## config.mk

```make
export PLATFORM = sky130hd
export DESIGN_NAME = video_sprite_pixel_gen_flat
export DESIGN_NICKNAME = d
export VERILOG_FILES = /design/src/rtl/video_sprite_pixel_gen_if.sv /design/src/rtl/video_sprite_pixel_gen.sv /design/src/flat_wrapper.sv
export SDC_FILE = /design/constraint.sdc
export NUM_CORES = 1
export LEC_CHECK = 0
export BUFFER_PORTS_ARGS = -buffer_cell sky130_fd_sc_hd__buf_2
export CAP_MARGIN = 20
export CORE_MARGIN = 3
export CORE_UTILIZATION = 63
export CTS_CLUSTER_DIAMETER = 200
export DETAILED_ROUTE_END_ITERATION = 6
export PLACE_DENSITY_LB_ADDON = 0.08
export SYNTH_ARGS = -nofsm -noshare
export SYNTH_HDL_FRONTEND = slang
export SYNTH_SLANG_ARGS = --single-unit
```

## constraint.sdc

```tcl
create_clock -name clk -period 5 [get_ports clk]
set_clock_uncertainty 0.15 [all_clocks]
set_input_delay 0.5 -clock clk [delete_from_list [all_inputs] [get_ports clk]]
set_output_delay 0.5 -clock clk [all_outputs]
set_load 0.1 [all_outputs]
```

## src/rtl/video_sprite_pixel_gen_if.sv

```systemverilog
// Register write bus from the TinyQV peripheral wrapper into the sprite pixel generator.
// Latency: none (wires only); a write takes effect on the clock edge where wr_en is high.
// Backpressure: none; every strobed write is accepted, one write per cycle.
// Signals: wr_en (1-cycle write strobe), wr_addr[2:0] (register select), wr_data[31:0] (write data).
interface video_sprite_pixel_gen_if;
    logic        wr_en;
    logic [2:0]  wr_addr;
    logic [31:0] wr_data;

    modport master (output wr_en, output wr_addr, output wr_data);
    modport slave  (input  wr_en, input  wr_addr, input  wr_data);
endinterface

```

## src/rtl/video_sprite_pixel_gen.sv

```systemverilog
// Background colour plus one 16x16 monochrome sprite, shadow registers committed at start of vblank.
// Latency: 2 cycles from hpos/vpos/syncs/display_on to rgb_out/hsync_out/vsync_out.
// Backpressure: none; the pixel stream is free-running and register writes are always accepted.
// Ports: clk, rst (sync, active-high); hpos/vpos/hsync_in/vsync_in/display_on_in from the timing
// generator; wr (register write bus, slave side); rgb_out {R1,R0,G1,G0,B1,B0}, hsync_out, vsync_out,
// irq (sticky vblank level), frame_count (commits since reset).
module video_sprite_pixel_gen #(
    parameter int COORD_W  = 10,
    parameter int V_ACTIVE = 480
) (
    input  logic                    clk,
    input  logic                    rst,
    input  logic [COORD_W-1:0]      hpos,
    input  logic [COORD_W-1:0]      vpos,
    input  logic                    hsync_in,
    input  logic                    vsync_in,
    input  logic                    display_on_in,
    video_sprite_pixel_gen_if.slave wr,
    output logic [5:0]              rgb_out,
    output logic                    hsync_out,
    output logic                    vsync_out,
    output logic                    irq,
    output logic [15:0]             frame_count
);

    // Pending (CPU-visible) and active (drawn) register copies
    logic [5:0]         bg_pend_q, bg_pend_d, fg_pend_q, fg_pend_d;
    logic [COORD_W-1:0] x_pend_q, x_pend_d, y_pend_q, y_pend_d;
    logic               en_pend_q, en_pend_d;
    logic [5:0]         bg_act_q, fg_act_q;
    logic [COORD_W-1:0] x_act_q, y_act_q;
    logic               en_act_q;
    logic [15:0]        bitmap_q [16];

    logic               irq_q, irq_d;
    logic [15:0]        frame_q;

    // Pipeline stage 1 / stage 2
    logic               hit_q, hit_d, disp_q, hs1_q, vs1_q;
    logic [3:0]         col_q, col_d, row_q, row_d;
    logic [5:0]         rgb_q, rgb_d;
    logic               hs2_q, vs2_q;

    logic               commit;
    logic               irq_clr;
    logic [COORD_W:0]   hx, vy, x_lo, x_hi, y_lo, y_hi;
    logic [15:0]        row_bits;
    logic               wr_unused;

    assign wr_unused = &{1'b0, wr.wr_data[31:20]};

    assign commit  = (hpos == '0) && (vpos == COORD_W'(V_ACTIVE));
    assign irq_clr = wr.wr_en && (wr.wr_addr == 3'd5) && wr.wr_data[1];

    always_comb begin
        bg_pend_d = bg_pend_q;
        fg_pend_d = fg_pend_q;
        x_pend_d  = x_pend_q;
        y_pend_d  = y_pend_q;
        en_pend_d = en_pend_q;
        if (wr.wr_en) begin
            case (wr.wr_addr)
                3'd0:    bg_pend_d = wr.wr_data[5:0];
                3'd1:    fg_pend_d = wr.wr_data[5:0];
                3'd2:    x_pend_d  = wr.wr_data[COORD_W-1:0];
                3'd3:    y_pend_d  = wr.wr_data[COORD_W-1:0];
                3'd5:    en_pend_d = wr.wr_data[0];
                default: ;
            endcase
        end

        // A set on the commit cycle wins over a simultaneous clear
        irq_d = irq_q;
        if (commit)       irq_d = 1'b1;
        else if (irq_clr) irq_d = 1'b0;

        // One extra bit on every coordinate so X+16 past the right edge clips instead of wrapping
        hx    = {1'b0, hpos};
        vy    = {1'b0, vpos};
        x_lo  = {1'b0, x_act_q};
        y_lo  = {1'b0, y_act_q};
        x_hi  = x_lo + (COORD_W+1)'(16);
        y_hi  = y_lo + (COORD_W+1)'(16);
        hit_d = en_act_q && (hx >= x_lo) && (hx < x_hi) && (vy >= y_lo) && (vy < y_hi);
        // Low 4 bits of the offset only depend on the low 4 bits of each operand
        col_d = hpos[3:0] - x_act_q[3:0];
        row_d = vpos[3:0] - y_act_q[3:0];

        // Bit 15 is the leftmost pixel of a row
        row_bits = bitmap_q[row_q];
        if (!disp_q)                              rgb_d = 6'd0;
        else if (hit_q && row_bits[4'd15 - col_q]) rgb_d = fg_act_q;
        else                                      rgb_d = bg_act_q;
    end

    always_ff @(posedge clk) begin
        if (rst) begin
            bg_pend_q <= '0; fg_pend_q <= '0; x_pend_q <= '0; y_pend_q <= '0; en_pend_q <= 1'b0;
            bg_act_q  <= '0; fg_act_q  <= '0; x_act_q  <= '0; y_act_q  <= '0; en_act_q  <= 1'b0;
            for (int i = 0; i < 16; i++) bitmap_q[i] <= '0;
            irq_q   <= 1'b0;
            frame_q <= '0;
            hit_q   <= 1'b0; col_q <= '0; row_q <= '0;
            disp_q  <= 1'b0; hs1_q <= 1'b0; vs1_q <= 1'b0;
            rgb_q   <= '0;   hs2_q <= 1'b0; vs2_q <= 1'b0;
        end else begin
            bg_pend_q <= bg_pend_d;
            fg_pend_q <= fg_pend_d;
            x_pend_q  <= x_pend_d;
            y_pend_q  <= y_pend_d;
            en_pend_q <= en_pend_d;
            // Active copies take the pre-write pending values, so a same-cycle write waits a frame
            if (commit) begin
                bg_act_q <= bg_pend_q;
                fg_act_q <= fg_pend_q;
                x_act_q  <= x_pend_q;
                y_act_q  <= y_pend_q;
                en_act_q <= en_pend_q;
                frame_q  <= frame_q + 16'd1;
            end
            // Bitmap is unshadowed; a same-cycle read in stage 2 still sees the old row
            if (wr.wr_en && (wr.wr_addr == 3'd4))
                bitmap_q[wr.wr_data[19:16]] <= wr.wr_data[15:0];
            irq_q  <= irq_d;
            hit_q  <= hit_d;  col_q <= col_d;    row_q <= row_d;
            disp_q <= display_on_in; hs1_q <= hsync_in; vs1_q <= vsync_in;
            rgb_q  <= rgb_d;  hs2_q <= hs1_q;    vs2_q <= vs1_q;
        end
    end

    assign rgb_out     = rgb_q;
    assign hsync_out   = hs2_q;
    assign vsync_out   = vs2_q;
    assign irq         = irq_q;
    assign frame_count = frame_q;

endmodule

```

## src/flat_wrapper.sv

```systemverilog
// flat-port wrapper written by rule: the top's interface ports become plain ports
module video_sprite_pixel_gen_flat 
#(
    parameter int COORD_W  = 10,
    parameter int V_ACTIVE = 480
)
  (clk, rst, hpos, vpos, hsync_in, vsync_in, display_on_in, rgb_out, hsync_out, vsync_out, irq, frame_count, wr_wr_en, wr_wr_addr, wr_wr_data);
  video_sprite_pixel_gen_if wr_i ();
  input  logic clk;
  input  logic rst;
  input  logic [COORD_W-1:0] hpos;
  input  logic [COORD_W-1:0] vpos;
  input  logic hsync_in;
  input  logic vsync_in;
  input  logic display_on_in;
  output logic [5:0] rgb_out;
  output logic hsync_out;
  output logic vsync_out;
  output logic irq;
  output logic [15:0] frame_count;
  input wire logic [$bits(wr_i.wr_en)-1:0] wr_wr_en;
  input wire logic [$bits(wr_i.wr_addr)-1:0] wr_wr_addr;
  input wire logic [$bits(wr_i.wr_data)-1:0] wr_wr_data;
  assign wr_i.wr_en = wr_wr_en;
  assign wr_i.wr_addr = wr_wr_addr;
  assign wr_i.wr_data = wr_wr_data;
  video_sprite_pixel_gen #(.COORD_W(COORD_W), .V_ACTIVE(V_ACTIVE)) u_core (.clk(clk), .rst(rst), .hpos(hpos), .vpos(vpos), .hsync_in(hsync_in), .vsync_in(vsync_in), .display_on_in(display_on_in), .wr(wr_i), .rgb_out(rgb_out), .hsync_out(hsync_out), .vsync_out(vsync_out), .irq(irq), .frame_count(frame_count));
endmodule
```

## Word-level counts from Yosys, hierarchy flattened

Memories as Yosys holds them, arrays and structs flattened. A register that Yosys moved wholly into a read port is not among the register bits.
Index checks and enable logic that the tools add are counted.

| storage, ports and cells | value |
|---|---|
| flip-flop bits (word level) | 99 |
| bits in writable memories | 256 |
| input port bits | 61 |
| output and inout port bits | 25 |
| logic and storage cells | 72 |
| memories kept | 1 |

| cells by class | value |
|---|---|
| $add $sub $neg | 6 |
| magnitude comparators | 5 |
| equal/unequal tests | 6 |
| multiplexer cells | 14 |
| bitwise operators | 1 |
| reductions and logical operators | 19 |

Memories:

| name | depth | width | read ports | clocked after Yosys merged registers in | wr ports | RTL line | text |
|---|---|---|---|---|---|---|---|
| u_core.bitmap_q | 16 | 16 | 1 | 1 | 16 | video_sprite_pixel_gen.sv:33 | `logic [15:0] bitmap_q [16];` |

Operators with widths:

| cell | count |
|---|---|
| $add A10 B5 Y11 const B | 2 |
| $lt A10 B11 Y1 | 2 |
| $ge A10 B10 Y1 | 2 |
| $add A16 B1 Y16 const B | 1 |
| $mux W16 | 1 |
| $reduce_or A16 Y1 | 1 |
| $eq A10 B9 Y1 const B | 1 |
| $logic_not A10 Y1 | 1 |
| $reduce_and A2 Y1 | 5 |
| $logic_and A1 B1 Y1 | 9 |
| $mux W1 | 9 |
| $mux W4 | 2 |
| $sub A4 B4 Y4 | 2 |
| $eq A3 B2 Y1 const B | 2 |
| $eq A3 B3 Y1 const B | 2 |
| $mux W6 | 1 |
| $lt A4 B5 Y1 const B | 1 |
| $bmux W1 S4 | 1 |
| $sub A4 B4 Y4 const A | 1 |
| $eq A3 B1 Y1 const B | 1 |
| $logic_not A3 Y1 | 1 |
| $reduce_bool A2 Y1 | 1 |
| $reduce_or A2 Y1 | 1 |
| $not A1 Y1 | 1 |

## Depth between registers and ports, before layout

Gate-level depths: netlist of run 1.

| logic depth | value |
|---|---|
| depth after elaboration | 7 |
| mapped depth | 12 |
| gate-level depth less buffers | 12 |

## Least setup slack after synthesis of run 1

Ideal clock, no wire load.

| timing path | value |
|---|---|
| path type | input to register |
| start point | in wr_wr_addr[2] |
| end point | mem u_core.bitmap_q[2][0], enable pin |
| setup time | 0.411 ns |
| arrival time | 2.396 ns |
| required time | 4.439 ns |
| slack | 2.042 ns |
| stages on the path | 5 |
| cells stage by stage | clkbuf_1 > nand2_1 > nor4_1 > nand2b_1 > o21ai_0 |

RTL lines:

| what | RTL line | text |
|---|---|---|
| from (decl) | flat_wrapper.sv:22 | `input wire logic [$bits(wr_i.wr_addr)-1:0] wr_wr_addr;` |
| to (decl) | video_sprite_pixel_gen.sv:33 |  |

==> results_dict.tcl, run 1 <==
set metrics [dict create \
    status "finished, final reports clean" \
    async_flop_share_pct 0 \
    avgRoutedWirePerCell_um 21.46 \
    drtIter0Drc 760 \
    ant_nets 0 \
    ios 86 \
    hold_viol 0 \
    dp_hpwl_um 22510 \
    synth_top_area_share_pct 46.93 \
    finalSetupViolCount 0 \
    placed_area_mm2 0.01704 \
    ys_seq_elements 359 \
    timing.final.crit_share_pct 72.79 \
    cts_resized 0 \
    relSlewSlack_pct 30.26 \
    ys_types 52 \
    rows 58 \
    synth-edff-count 256 \
    ir_drop_mv 0.2481 \
    antenna_found_initial 3 \
    stdcell_area_mm2 0.01827 \
    syn_nets 1354 \
    grt_pass1_vias 10022 \
    cp-start-kind "flop" \
    vias_per_cell 5.973 \
    die_x_um 167.3 \
    hold_buffers 0 \
    die_h_um 167.3 \
    gp_congestion 0.8628 \
    synth_seq_area_share_pct 59.52 \
    synthTopCellsByArea "edfxtp_1 (47%), dfxtp_1 (13%), and2_1 (9.8%), mux4_2 (9.5%), mux2i_1 (3.7%)" \
    cts_setup_buffers 0 \
    synth_mux_area_share_pct 13.22 \
    final_cell_mix "and2_1 (257), edfxtp_1 (256), dfxtp_1 (101), nor2_1 (92), buf_2 (72)" \
    drv_cap 0 \
    cts_root_buf "clkbuf_16" \
    areaGrowthSynthToFinish_pct 11.56 \
    critical_path_arrival_ps 3880 \
    worst-setup-path-type "reg2reg" \
    grt.total_usage_pct 25.89 \
    cp_max_fo 36 \
    finalMaxSlewViolations 0 \
    num-fill-cells 1730 \
    power.leakage_nw 6.546 \
    fp.coreArea_mm2 0.02540 \
    drtPass1Iterations 5 \
    synth-compound-area-share_pct 4.086 \
    clk_pin_slew_ps 60 \
    cp-end-kind "flop" \
    tightest_slew_ps 1042 \
    drc 0 \
    htree_levels 2 \
    cts_buffer_depth 3 \
    avgSynthCellArea_um2 13.04 \
    timing.fmax_mhz 274.8 \
    num_vias 10023 \
    final_common_cell "and2_1" \
    synth.largest_area_cell "edfxtp_1" \
    grt_max_degree 54 \
    final_nets 1416 \
    start_util_pct 64.49 \
    io_buffer_count 73 \
    yosys.area_share.xor_xnor_pct 1.230 \
    cts_made_buffers 38 \
    cts.sinks 359 \
    overflow 0 \
    clkLatencyLatePin_ps 510 \
    totalWireLength_um 36000 \
    synth_simple_gate_area_share_pct 16.25 \
    p_per_area_mw_per_mm2 353.5 \
    drive_gt1_share_pct 17.53 \
    worst_ep_required_time_ps 5240 \
    cts_tree "built" \
    dp_slack_ps 1350 \
    synth_flop_cell "edfxtp_1" \
    dieArea_mm2 0.02797 \
    hp-class "in2reg" \
    rsz0062_at_grt "false" \
    worst_slack_ps 1360 \
    finalSetupTns_ps 0 \
    synth_top_family_by_area "simple AND/OR/NAND/NOR gates" \
    syn_area_mm2 0.01638 \
    synthAdderAreaFrac_pct 2.918 \
    ys_warn_count 0 \
    syn_inst 1256 \
    fin_crit_ps 3640 \
    grt_pass1_wl_um 56420 \
]
==> per-stage QoR <==
step	hold slack [ps]	std cells	util, %	power [mW]
floorplan	263.8	1256	-	3.658
global placement	268.3	1605	67.07	3.798
detailed placement	276.0	1605	67.07	3.814
CTS	36.24	1673	71.84	6.496
global route	42.28	1677	71.94	6.674
finish	48.26	1678	71.95	6.459
==> power breakdown <==
part / internal (mW) / switching [mW]
Clock: 1.61 / 1.09
Sequential: 3.30 / 0.0567
Combinational: 0.166 / 0.234
Total: 5.08 / 1.38
==> layout make-up <==
type	instances	area [um^2]	share of cell area (%)
Tap cell	330	412.9	2.259
Multi-Input combinational cell	784	6181	33.82
Clock inverter	14	86.33	0.4724
Inverter	33	123.9	0.6779
Clock buffer	54	1125	6.155
Antenna cell	2	5.005	0.02739
Timing Repair Buffer	102	585.6	3.204
Sequential cell	359	9754	53.38
==> sequential cells by signal, indices dropped and copies added (netlist names), named ones only <==
signal,flops
u_core.frame_count,16
u_core.bg_pend_q,6
u_core.disp_q,1
u_core.irq,1
u_core.hsync_out,1
u_core.en_pend_q,1
u_core.bitmap_q,256
u_core.vsync_out,1
u_core.vs1_q,1
u_core.en_act_q,1
u_core.bg_act_q,6
u_core.fg_act_q,6
u_core.x_act_q,10
u_core.col_q,4
u_core.x_pend_q,10
u_core.hs1_q,1
u_core.y_act_q,10
u_core.hit_q,1
u_core.rgb_out,6
u_core.y_pend_q,10
u_core.fg_pend_q,6
==> layer usage <==
metal / global-route usage, % / wire length (um) / share of wire, % / vias to the layer above
met1: 36.18 / 15130 / 42 / 4977
met3: 3.895 / 2446 / 6.8 / 72
li1: - / - / - / 4631
met5: 0 / 20 / 0.056 / -
met4: 8.289 / 1024 / 2.8 / 4
met2: 42.65 / 17380 / 48 / 339
==> critical path, cell delays in order, from the launching register on <==
cell,delay [ps]
dfxtp_4,840
buf_4,320
mux4_2,520
nand2_1,80
o21ai_0,120
a2111oi_0,540
o41ai_2,190
o211ai_4,450
mux2i_1,250
nor2_1,50
==> synth_stat cells, types with 3 or more instances <==
cell and number:
dfxtp_1 103, or3_1 4, buf_2 7, or2_2 5
nor2b_1 11, a31oi_1 5, mux4_2 69, xor2_1 12
o21a_1 3, edfxtp_1 256, buf_4 4, a221oi_1 4
nor3b_1 5, nand3_1 14, a21o_1 9, nor4_1 4
mux2i_1 60, xnor2_1 11, a22oi_1 7, o21ai_1 3
inv_1 33, buf_1 4, a21oi_1 35, nor3_1 14
o211ai_1 3, nand2b_1 7, clkbuf_1 64, and2_1 257
nand4_1 5, nor2_1 92, nand2_1 60, ha_1 35
o21ai_0 24
==> cells by family (layout without fill, tap and decap cells) <==
logic type | Yosys count | count (layout)
simple gates | 488 | 488
flops | 359 | 359
mux | 130 | 130
buf+inv | 113 | 203
compound gates | 106 | 106
fa+ha+maj | 37 | 37
xor+xnor | 23 | 23
other cells | 0 | 2
==> worst paths after layout <==
| kind | start | end | slack (ps) | cells past startpoint |
|---|---|---|---|---|
| worst max-delay path | flop | u_core.rgb_out[2]$_SDFF_PP0_ | 1360 | 9 |
| worst min-delay path | vsync_in | u_core.vs1_q$_SDFF_PP0_ | 50 | 2 |
| worst min register to register | u_core.hs1_q$_SDFF_PP0_ | u_core.hsync_out$_SDFF_PP0_ | 280 | 1 |
| worst max register to register | flop | u_core.rgb_out[2]$_SDFF_PP0_ | 1360 | 9 |
(Power assumes the default switching activity.)
==> run 2, diff against run 1 <==
--- a/config.mk
+++ b/config.mk
@@ -8,7 +8,7 @@
 export BUFFER_PORTS_ARGS = -buffer_cell sky130_fd_sc_hd__buf_2
 export CAP_MARGIN = 20
 export CORE_MARGIN = 3
-export CORE_UTILIZATION = 63
+export CORE_UTILIZATION = 55
 export CTS_CLUSTER_DIAMETER = 200
 export DETAILED_ROUTE_END_ITERATION = 6
 export PLACE_DENSITY_LB_ADDON = 0.08
==> constraint.sdc (replaced) <==
create_clock -name clk -period 3.26 [get_ports clk]
set_clock_uncertainty 0.15 [all_clocks]
set_input_delay 0.326 -clock clk [delete_from_list [all_inputs] [get_ports clk]]
set_output_delay 0.326 -clock clk [all_outputs]
set_load 0.1 [all_outputs]
==> run 2 against run 1 <==
Effect of this change:
- global-route usage fell by 1.6 points
- wire length up 4.6%
- largest power group unchanged
- sequential power increased by 53%
- core utilization shrank 7.3 points
- hold slack improved by 31 ps
- register-to-register slack lost 1200 ps
- critical path depth up 1
- clock-buffer cell count is 4 lower
- design area increased by 2.6%
- sequential share of layout area shrank 1.4 points
- first-iteration DRC count fell by 14%
- non-clock buffer count grew 31
- highest routed layer unchanged
==> results_dict.tcl, run 2 (synthesis gave the netlist of run 1 again) <==
set metrics [dict create \
    start_util_pct 56.46 \
    cpPeakStageDelay_ps 520 \
    avgRoutedWirePerCell_um 21.33 \
    final_cell_mix "and2_1 (257), edfxtp_1 (256), dfxtp_1 (101), nor2_1 (92), buf_2 (72)" \
    drive_gt1_share_pct 19.14 \
    worst_ep_required_time_ps 3520 \
    finalSetupTns_ps 0 \
    cp_slowest_cell "mux4_2" \
    io_buffer_count 73 \
    clkLatencyLatePin_ps 520 \
    htree_levels 2 \
    num_vias 9992 \
    timing.fmax_mhz 321.1 \
    drc 0 \
    final_nets 1448 \
    hp-class "in2reg" \
    rsz0062_at_grt "false" \
    finalMaxSlewViolations 0 \
    total_power_mw 10.26 \
    finalSetupViolCount 0 \
    multiInputGateArea_mm2 0.006188 \
    cts.sinks 359 \
    seq_area_mm2 0.009754 \
    cp-end-kind "flop" \
    path_cells "buf_12 -> mux4_2 -> mux4_2 -> a21o_1 -> o221ai_1 -> nor2_1 -> o211ai_4 -> buf_12 -> mux2i_1 -> nor2_1" \
    ant_nets 0 \
    final_common_cell "and2_1" \
    areaGrowthSynthToFinish_pct 14.50 \
    cp-start-kind "flop" \
    r2r_cells 10 \
    clk_pin_slew_ps 60 \
    grt.total_usage_pct 24.28 \
    rows 62 \
    worst-setup-path-type "reg2reg" \
    largest_reg_flops 256 \
    dp_hpwl_um 23980 \
    power.leakage_nw 6.761 \
    overflow 0 \
    cts_root_buf "clkbuf_16" \
    cp_max_fo 29 \
    cts_buffer_depth 3 \
    vias_per_cell 5.661 \
    die_x_um 178.6 \
    ir_drop_mv 0.4066 \
    critical_path_arrival_ps 3370 \
    num-fill-cells 2229 \
    totalWireLength_um 37650 \
    fin_crit_ps 3114 \
    grt_pass1_vias 10078 \
    antenna_found_initial 4 \
    cts_made_buffers 39 \
    die_h_um 178.6 \
    grt_max_degree 95 \
    gp_congestion 0.8512 \
    timing.final.crit_share_pct 95.53 \
    drv_cap 0 \
    status "finished, final reports clean" \
    cts_tree "built" \
    ios 86 \
    hold_viol 0 \
    grt_pass1_wl_um 58550 \
    p_per_area_mw_per_mm2 547.1 \
    drtPass1Iterations 5 \
    min_path_cells 4 \
    relSlewSlack_pct 37.10 \
    fp.coreArea_mm2 0.02901 \
    drtIter0Drc 653 \
    dieArea_mm2 0.03189 \
    regMostFlops "u_core.bitmap_q" \
    tightest_slew_ps 943.5 \
]
## run 2: path summary, 6_finish.rpt
| kind | slack (ps) | to | startpoint |
|---|---|---|---|
| worst max-delay path | 150 | u_core.rgb_out[1]$_SDFF_PP0_ | flop |
| worst min-delay path | 80 | u_core.en_pend_q$_SDFFE_PP0P_ | wr_wr_addr[2] |
| worst min register to register | 290 | u_core.hsync_out$_SDFF_PP0_ | u_core.hs1_q$_SDFF_PP0_ |
| worst max register to register | 150 | u_core.rgb_out[1]$_SDFF_PP0_ | flop |
## run 2: per-layer routing
layer,wire length [um],part of all wire (%),up-vias,GRT usage [%]
met5,26,0.069,-,0
met4,994,2.6,4,6.818
met3,2448,6.5,64,4.491
met2,17610,47,306,38.71
met1,16570,44,4921,34.52
li1,-,-,4697,-
## run 2: per-stage QoR
stage | hold slack [ps] | util, % | area (um^2) | setup WS (ps) | instances
detailed placement | 272.7 | 59.88 | 17370 | 75.01 | 1685
global placement | 273.8 | 59.88 | 17370 | 141.6 | 1685
floorplan | 263.8 | - | 16380 | 409.7 | 1256
CTS | 54.35 | 64.49 | 18710 | 37.67 | 1759
finish | 79.26 | 64.65 | 18760 | 145.7 | 1765
global route | 96.55 | 64.65 | 18760 | 29.00 | 1765
## run 2: layout make-up
| type | count | share of cell area (%) |
|---|---|---|
| Clock inverter | 20 | 1.154 |
| Timing Repair Buffer | 133 | 4.837 |
| Tap cell | 384 | 2.562 |
| Inverter | 33 | 0.6604 |
| Antenna cell | 2 | 0.02668 |
| Clock buffer | 50 | 5.757 |
| Multi-Input combinational cell | 784 | 33.00 |
| Sequential cell | 359 | 52.01 |
## run 2: power by group
part           leakage [nW]  internal (mW)  total [mW]  switching (mW)
logic                  2.86          0.278       0.672           0.395
clock network         0.634           2.73        4.47            1.74
registers              3.27           5.06        5.12          0.0650
## run 2: worst max-delay path: cells and delay by family, from the launching register on
family          cells  cell delay (ps)
flops               1              480
simple gates        2              180
mux                 3             1050
compound gates      3              670
buf+inv             2              430
## run 2: timing repair
item | in CTS | in global routing
hold buffers | 4 | 0
buffers inserted | 0 | 2
resized for setup | 0 | 4
setup endpoints to repair | 0 | 6
endpoints found under the hold margin | 5 | 0
